$ cat config.mk
export PLATFORM = sky130hd
export DESIGN_NAME = pcg_rng_arbiter
export DESIGN_NICKNAME = d
export VERILOG_FILES = /design/src/rtl/pcg_pkg.sv /design/src/rtl/pcg_xsh_rr16.sv /design/src/rtl/pcg_rng_arbiter.sv
export SDC_FILE = /design/constraint.sdc
export NUM_CORES = 1
export LEC_CHECK = 0
export ABC_AREA = 1
export CAP_MARGIN = 25
export CORE_UTILIZATION = 58
export DETAILED_ROUTE_END_ITERATION = 8
export PLACE_DENSITY = 0.79
export SLEW_MARGIN = 10
export SYNTH_ARGS = -nofsm -noshare
export SYNTH_HDL_FRONTEND = slang
export SYNTH_SLANG_ARGS = --single-unit
$ cat constraint.sdc
create_clock -name i_clk -period 6.9 [get_ports i_clk]
set_clock_uncertainty 0.15 [all_clocks]
set_input_delay 1.38 -clock i_clk [delete_from_list [all_inputs] [get_ports i_clk]]
set_output_delay 1.38 -clock i_clk [all_outputs]
set_load 0.01 [all_outputs]
$ cat src/rtl/pcg_pkg.sv
// Shared types and constants for the PCG-XSH-RR 32->16 generator and its arbiter.
package pcg_pkg;

  typedef logic [31:0] pcg_state_t;
  typedef logic [15:0] pcg_out_t;

  typedef enum logic [1:0] {
    SEED_A = 2'd0,
    SEED_B = 2'd1,
    RUN    = 2'd2
  } fsm_t;

  localparam pcg_state_t PCG_MULT_DEF = 32'd747796405;
  localparam pcg_state_t PCG_INC_DEF  = 32'hAC564B05;

  // Left shift of (16-r)&15 is the same as a shift by -r modulo 16, so r=0 yields x.
  function automatic pcg_out_t rotr16(input pcg_out_t x, input logic [3:0] r);
    logic [3:0] w_l;
    w_l = 4'd0 - r;
    return (x >> r) | (x << w_l);
  endfunction

endpackage

$ cat src/rtl/pcg_xsh_rr16.sv
// Combinational PCG-XSH-RR step: current state -> next LCG state and 16-bit output word.
module pcg_xsh_rr16
  import pcg_pkg::*;
#(
  parameter pcg_state_t MULT = PCG_MULT_DEF,
  parameter pcg_state_t INC  = PCG_INC_DEF
) (
  input  logic [31:0] i_state,
  output logic [31:0] o_next,
  output logic [15:0] o_rnd
);

  logic [15:0] w_xs;

  // Bits [27:12] of ((s>>10)^s): the shifted term contributes s[31:22] zero-extended.
  assign w_xs   = i_state[27:12] ^ {6'b000000, i_state[31:22]};
  assign o_next = i_state * MULT + INC;
  assign o_rnd  = rotr16(w_xs, i_state[31:28]);

endmodule

$ cat src/rtl/pcg_rng_arbiter.sv
// Seeds one PCG-XSH-RR generator and shares its draws round-robin among N_REQ requesters.
// Build option: define PCG_FREE_RUN_EN to advance the generator every RUN cycle.
module pcg_rng_arbiter
  import pcg_pkg::*;
#(
  parameter int         N_REQ    = 3,
  parameter pcg_state_t MULT     = PCG_MULT_DEF,
  parameter pcg_state_t INC      = PCG_INC_DEF,
  parameter pcg_state_t SEED_DEF = 32'h0
) (
  input  logic             i_clk,
  input  logic             i_rst,
  input  logic             i_seed_load,
  input  logic [31:0]      i_seed_val,
  output logic             o_busy,
  input  logic [N_REQ-1:0] i_req,
  output logic [N_REQ-1:0] o_gnt,
  output logic [N_REQ-1:0] o_rnd_vld,
  output logic [15:0]      o_rnd_data
);

  localparam int PW = (N_REQ > 1) ? $clog2(N_REQ) : 1;

  fsm_t             r_fsm;
  pcg_state_t       r_seed;
  pcg_state_t       r_state;
  logic [PW-1:0]    r_ptr;
  logic [N_REQ-1:0] r_vld;
  pcg_out_t         r_data;

  pcg_state_t       w_next;
  pcg_out_t         w_rnd;
  logic [N_REQ-1:0] w_gnt;
  logic [PW-1:0]    w_idx;
  logic [PW-1:0]    w_ptr_nxt;
  logic             w_found;
  logic             w_en;
  int               w_j;

  pcg_xsh_rr16 #(
    .MULT (MULT),
    .INC  (INC)
  ) u_step (
    .i_state (r_state),
    .o_next  (w_next),
    .o_rnd   (w_rnd)
  );

  // A seed request takes priority over any draw in the same cycle.
  assign w_en = (r_fsm == RUN) && !i_seed_load;

  always_comb begin
    w_gnt   = '0;
    w_idx   = '0;
    w_found = 1'b0;
    w_j     = 0;
    for (int i = 0; i < N_REQ; i++) begin
      w_j = int'(r_ptr) + i;
      if (w_j >= N_REQ) w_j = w_j - N_REQ;
      if (!w_found && i_req[w_j]) begin
        w_found = 1'b1;
        w_idx   = PW'(w_j);
      end
    end
    if (w_found && w_en) w_gnt[w_idx] = 1'b1;
  end

  assign w_ptr_nxt = (w_idx == PW'(N_REQ - 1)) ? '0 : w_idx + PW'(1);

  always_ff @(posedge i_clk or posedge i_rst) begin
    if (i_rst) begin
      r_fsm   <= SEED_A;
      r_seed  <= SEED_DEF;
      r_state <= '0;
      r_ptr   <= '0;
      r_vld   <= '0;
      r_data  <= '0;
    end else begin
      r_vld <= '0;
      if (i_seed_load) begin
        r_seed <= i_seed_val;
        r_fsm  <= SEED_A;
      end else begin
        case (r_fsm)
          SEED_A: begin
            r_state <= INC + r_seed;
            r_fsm   <= SEED_B;
          end
          SEED_B: begin
            r_state <= w_next;
            r_fsm   <= RUN;
          end
          RUN: begin
            if (|w_gnt) begin
              r_state <= w_next;
              r_data  <= w_rnd;
              r_vld   <= w_gnt;
              r_ptr   <= w_ptr_nxt;
            end
`ifdef PCG_FREE_RUN_EN
            else begin
              r_state <= w_next;
            end
`else
`endif
          end
          default: r_fsm <= SEED_A;
        endcase
      end
    end
  end

  assign o_busy     = (r_fsm != RUN);
  assign o_gnt      = w_gnt;
  assign o_rnd_vld  = r_vld;
  assign o_rnd_data = r_data;

endmodule
==> impl_metrics.yaml, run 1 <==
clock_network:
  htreeDepth: 3
  clk_pin_slew_ns: 0.07
  cts_made_buffers: 9
  clkSinkCount: 87
  root_buffer: "clkbuf_16"
  cts-hold-fix-buffers: 0
  cts_buffer_depth: 2
  cts_tree: "done"
  clk_latency_ns: 0.36
place:
  gp_congestion: 1.04
  io_buffers: 60
  dp.cells: 2451
  hpwl_um: 39600
route:
  dr.first_iter.drc_count: 1225
  drt_wl_total_um: 46400
  drc_errors: 0
  vias: 13600
  viasPerCell: 5.51
  ant_nets: 0
  first_pass_iters: 6
  post_drt_wl_per_cell_um: 18.8
sta:
  fin_hold_ws_ns: 0.360
  fin_crit_ns: 6.66
  slew_headroom: 0.396
  fmaxAchievable_mhz: 150
  finalCritPeriodShare: 0.965
  tightest_slew_ns: 0.906
  setup_viol: 0
  hold_viol_final: 0
  maxSlewViolCount: 0
grt:
  grt_usage: 0.349
  grt_pass1_vias: 14000
  grt_pass1_wl_um: 75700
  antenna_found_initial: 1
  grt_max_degree: 67
  overflow: 0
die:
  die_area_mm2: 0.0284
  coreArea_mm2: 0.0271
  initial_core_util: 0.595
  io_pins: 61
  die_h_um: 169
  num_rows: 60
  die_w_um: 169
logic_synthesis:
  syn_avg_cell_area_um2: 7.99
  netlist_area_mm2: 0.0161
  syn_nets: 2484
  synthArstFlopShare: 1.00
  ys_seq_elements: 87
  syn_inst: 2016
  synth_edf_count: 0
  yosysWarnings: 0
  synthFlopType: "dfrtp_1"
  seq_area_frac_synth: 0.135
  synth_cell_type_count: 58
cells_and_area:
  stdcell_count: 2471
  antenna_cells_inserted: 0
  nets: 2562
  syn_to_final_growth_pct: 9.99
  drive_above_1_share: 0.0691
setup_path:
  worstSetupStartpoint: "r_state[6]"
  worst_path_max_delay_cell: "dfrtp_1"
  crit_path_frequent_cell: "fa_1"
  start_kind: "flip-flop"
  path_class: "reg2reg"
  end_kind: "flip-flop"
  cp.buffers_inverters: 4
  crit_family: "adder cells"
  crit_arrival_ns: 6.76
  rr_startpoint: "r_state[6]"
  worstPathCellList: "ha_1, inv_1, fa_1, inv_1, fa_1, fa_1, ha_1, fa_1, fa_1, inv_1, fa_1, inv_1, ha_1, nand2_1, nand2_1, a21oi_1, nand3_2, a21boi_1, xnor2_1, a21oi_1, a22oi_2"
  slowest_delay_ns: 0.60
  worstPathMaxFanout: 6
  critPathRequiredTime_ns: 7.00
flow_run:
  drv_cap: 0
min_path:
  hold_start: "o_rnd_data[7]"
  hold_path.class: "reg2reg"
run_status:
  status: "finished clean"
-- cell families (layout without fill, tap and decap cells) --
logic type                 after synthesis  after routing  share of synthesized area
and+or+nand+nor                        619            619                      0.161
buffers and inverters                  531            614                      0.128
AOI/OAI and AO/OA                      301            301                      0.109
adders and majority gates              430            430                      0.440
muxes                                    6              6                    0.00412
xor gates and xnor gates                42             42                     0.0238
DFF                                     87             87                      0.135
-- sequential cells by signal, indices dropped and copies added, names as in the netlist --
name	cells
o_rnd_data	16
r_seed	32
o_rnd_vld	3
r_ptr	2
r_state	32
r_fsm	2
-- cell usage in the layout (no fill, tap or decap), types with 5 or more instances in the layout --
master	Yosys	layout
o21ai_1	8	9
o21ai_0	137	136
nand3_1	74	73
dfrtp_2	0	5
nor2_1	123	121
fa_1	227	224
mux2_2	5	5
nand4_1	12	12
nand2_2	6	6
a21oi_1	75	74
o211ai_1	9	9
a21oi_2	6	7
nand2_1	363	363
xor2_1	22	22
clkdlybuf4s50_1	0	59
a211oi_1	5	5
nor3_1	12	10
buf_4	10	47
xnor2_1	18	18
dfrtp_1	87	82
a31oi_1	12	12
clkbuf_16	0	9
o22ai_1	7	7
a41oi_1	14	14
ha_1	203	198
inv_2	12	13
or2_2	7	7
inv_1	475	472
-- worst register-to-register path, delay by kind of cell, from the launching register on --
kind | cells | cell delay (ns)
simple gates | 3 | 0.39
buf+inv | 4 | 0.31
xor+xnor | 1 | 0.14
compound gates | 4 | 0.83
fa+ha+maj | 9 | 4.13
flops | 1 | 0.60
-- synthesized netlist by cell type (4+ instances only) --
cell | count | share of area
a211oi_1 | 5 | 0.0023
nand3b_1 | 4 | 0.0019
xnor2_1 | 18 | 0.0098
nand3_1 | 74 | 0.023
a21oi_2 | 6 | 0.0033
inv_1 | 475 | 0.11
nand2_1 | 363 | 0.085
a41oi_1 | 14 | 0.0076
or2_2 | 7 | 0.0027
nand2_2 | 6 | 0.0023
nand4_1 | 12 | 0.0047
o21ai_1 | 8 | 0.0025
fa_1 | 227 | 0.28
o22ai_1 | 7 | 0.0027
nor2_1 | 123 | 0.029
a21oi_1 | 75 | 0.023
buf_4 | 10 | 0.0047
a21o_1 | 4 | 0.0019
dfrtp_1 | 87 | 0.14
inv_2 | 12 | 0.0028
o211ai_1 | 9 | 0.0042
xor2_1 | 22 | 0.012
o21ai_0 | 137 | 0.043
nor4_1 | 4 | 0.0016
ha_1 | 203 | 0.16
clkbuf_1 | 15 | 0.0035
nor3_1 | 12 | 0.0037
buf_2 | 13 | 0.0040
mux2_2 | 5 | 0.0035
a31oi_1 | 12 | 0.0047
-- repair_timing --
item / in CTS / in global routing
pin swaps: 0 / 1
gates resized for setup: 4 / 20
setup buffers: 1 / 3
setup endpoints to repair: 11 / 16
-- final timing paths --
check | endpoint | slack (ns) | cells past startpoint
worst min-delay path | o_rnd_data[7] | 0.36 | 2
worst min register to register | o_rnd_data[7] | 0.36 | 2
min in group asynchronous | o_rnd_vld[1] | 1.16 | 2
worst max-delay path | r_state[17] | 0.24 | 21
worst max register to register | r_state[17] | 0.24 | 21
max in group asynchronous | r_state[13] | 4.16 | 3
-- metal layers --
layer / part of all wire / track usage
met1: 0.42 / 0.478
met2: 0.46 / 0.575
met3: 0.089 / 0.0573
met4: 0.029 / 0.0964
met5: 0.00028 / 0
-- cell type report --
class                   instances  area, um^2
multi-input cells            1398       11900
clock inverters                 7        61.3
repair buffers                109         996
clock buffers                   9         225
fillers                      2350        9380
flip-flops and latches         87        2180
inverters                     489        1840
well taps                     372         465
-- stage by stage --
stage / setup WS (ns) / cell area [um^2] / setup TNS, ns / utilization
after floorplan: 0.522 / 16100 / 0 / -
after global placement: -0.372 / 17300 / -0.486 / 0.638
after detailed placement: -0.369 / 17300 / -0.975 / 0.639
after CTS: 0.125 / 17600 / 0 / 0.650
after global routing: -0.0187 / 17700 / -0.0187 / 0.654
final: 0.239 / 17700 / 0 / 0.654
Power of run 1 is left out: the tool's default activity adds up to more than one toggle a clock period on the data nets, which glitch-free logic cannot reach.
==> run 2: changes to the inputs <==
--- a/config.mk
+++ b/config.mk
@@ -7,7 +7,7 @@
 export LEC_CHECK = 0
 export ABC_AREA = 1
 export CAP_MARGIN = 25
-export CORE_UTILIZATION = 58
+export CORE_UTILIZATION = 60
 export DETAILED_ROUTE_END_ITERATION = 8
 export PLACE_DENSITY = 0.79
 export SLEW_MARGIN = 10
==> constraint.sdc (replaced) <==
create_clock -name i_clk -period 6.5 [get_ports i_clk]
set_clock_uncertainty 0.15 [all_clocks]
set_input_delay 1.3 -clock i_clk [delete_from_list [all_inputs] [get_ports i_clk]]
set_output_delay 1.3 -clock i_clk [all_outputs]
set_load 0.01 [all_outputs]
==> impl_metrics.yaml, run 2 (synthesis results as in run 1) <==
sta:
  final.setup.worst_slack_ns: 0.0304
  fin_hold_ws_ns: 0.344
  maxSlewViolCount: 0
  fin_crit_ns: 6.47
  setup_viol: 0
  slew_headroom: 0.388
  rsz0062_at_grt: "yes"
  fmaxAchievable_mhz: 155
  hold_viol_final: 0
  tightest_slew_ns: 0.917
  finalCritPeriodShare: 0.995
setup_path:
  end_kind: "flip-flop"
  path_class: "reg2reg"
  crit_path_frequent_cell: "inv_2"
  regToRegSetupSlack_ns: 0.03
  worst_path_max_delay_cell: "fa_1"
  crit_arrival_ns: 6.61
  ff2ff_path_depth: 27
  worstPathMaxFanout: 5
  slowest_delay_ns: 0.55
  rr_startpoint: "r_state[14]"
  cp.buffers_inverters: 10
  crit_family: "adder cells"
  critPathRequiredTime_ns: 6.64
  r2r-end: "r_state[31]"
  start_kind: "flip-flop"
route:
  post_drt_wl_per_cell_um: 19.5
  drt_wl_total_um: 49200
  ant_nets: 0
  vias: 14300
  dr.first_iter.drc_count: 1240
  viasPerCell: 5.67
  drc_errors: 0
  first_pass_iters: 7
clock_network:
  clk_latency_ns: 0.36
  root_buffer: "clkbuf_16"
  cts-hold-fix-buffers: 0
  clk_pin_slew_ns: 0.08
  clkSinkCount: 87
  cts_made_buffers: 9
  htreeDepth: 3
  cts_buffer_depth: 2
  cts_tree: "done"
cells_and_area:
  final-seq-area_mm2: 0.00219
  multi_input_area_mm2: 0.0126
  final_common_cell: "inv_1"
  drive_above_1_share: 0.162
  mostFrequentLayoutCells: "inv_1 (443), nand2_1 (348), fa_1 (205)"
  final_area_mm2: 0.0190
  fill_cells: 1988
  fin_util: 0.724
  nets: 2649
  syn_to_final_growth_pct: 17.8
grt:
  grt_pass1_vias: 14500
  grt_usage: 0.368
  grt_pass1_wl_um: 77200
  antenna_found_initial: 1
  grt_max_degree: 62
  overflow: 0
place:
  gp_congestion: 0.997
  dpl_cell_area_mm2: 0.0178
  dp_slack_ns: -0.0882
  io_buffers: 60
  hpwl_um: 40500
die:
  num_rows: 59
  initial_core_util: 0.615
  die_w_um: 166
  coreArea_mm2: 0.0262
  die_h_um: 166
  die_area_mm2: 0.0275
  io_pins: 61
min_path:
  hold_start: "o_rnd_data[7]"
  hold_path.class: "reg2reg"
  whs_endpoint: "o_rnd_data[7]"
  whs_path_depth: 2
run_status:
  status: "finished clean"
flow_run:
  drv_cap: 0
-- run 2: cell types whose count changed in the layout (fill, tap and decap cells not counted), moves of 17 or more --
cell   change
fa_2      +19
ha_4      +19
buf_4     +78
fa_1      -19
inv_2     +29
inv_1     -29
ha_1      -17
-- run 2: per-stage QoR --
| stage | TNS, ns | instances |
|---|---|---|
| after global placement | -0.325 | 2487 |
| after CTS | -0.00147 | 2509 |
| after global routing | -0.959 | 2521 |
| after floorplan | 0 | 2016 |
| final | 0 | 2522 |
| after detailed placement | -0.446 | 2488 |
-- run 2: repair_timing --
item,4_1_cts,5_1_grt
setup endpoints to repair,11,20
pin swaps,6,76
resized for setup,14,182
buffers inserted,5,12
-- run 2: how the worst max path moves through the flow --
stage	from	end	slack, ns	depth (start not counted)
after floorplan	r_state[2]	r_state[26]	0.12	24
after global placement	r_state[9]	r_state[25]	-0.10	25
after detailed placement	r_state[17]	r_state[31]	-0.09	20
after CTS	r_state[17]	r_state[31]	-0.001	23
after global routing	r_state[14]	r_state[31]	-0.24	28
final	r_state[14]	r_state[31]	0.03	27
-- run 2: worst reg2reg max path: cells and delay by family (launching register included) --
family	cells	cell delay, ns
adders and majority gates	9	4.21
AOI/OAI and AO/OA	5	0.77
buffers and inverters	10	0.61
DFF	1	0.40
and+or+nand+nor	3	0.26
-- run 2: cell type report --
| class | count | area share |
|---|---|---|
| antenna | 1 | 0.000132 |
| clock buffer | 9 | 0.0119 |
| clock inverter | 7 | 0.00395 |
| inverter | 489 | 0.0969 |
| multi-input combinational | 1398 | 0.661 |
| sequential | 87 | 0.115 |
| tap | 335 | 0.0221 |
| timing repair buffer | 196 | 0.0886 |
-- run 2: layer usage --
metal / wire length [um] / GRT usage
met3: 4160 / 0.0658
met1: 20100 / 0.498
met4: 2180 / 0.144
met5: 0 / 0
met2: 22800 / 0.590
Power of run 2 is left out for the same reason.
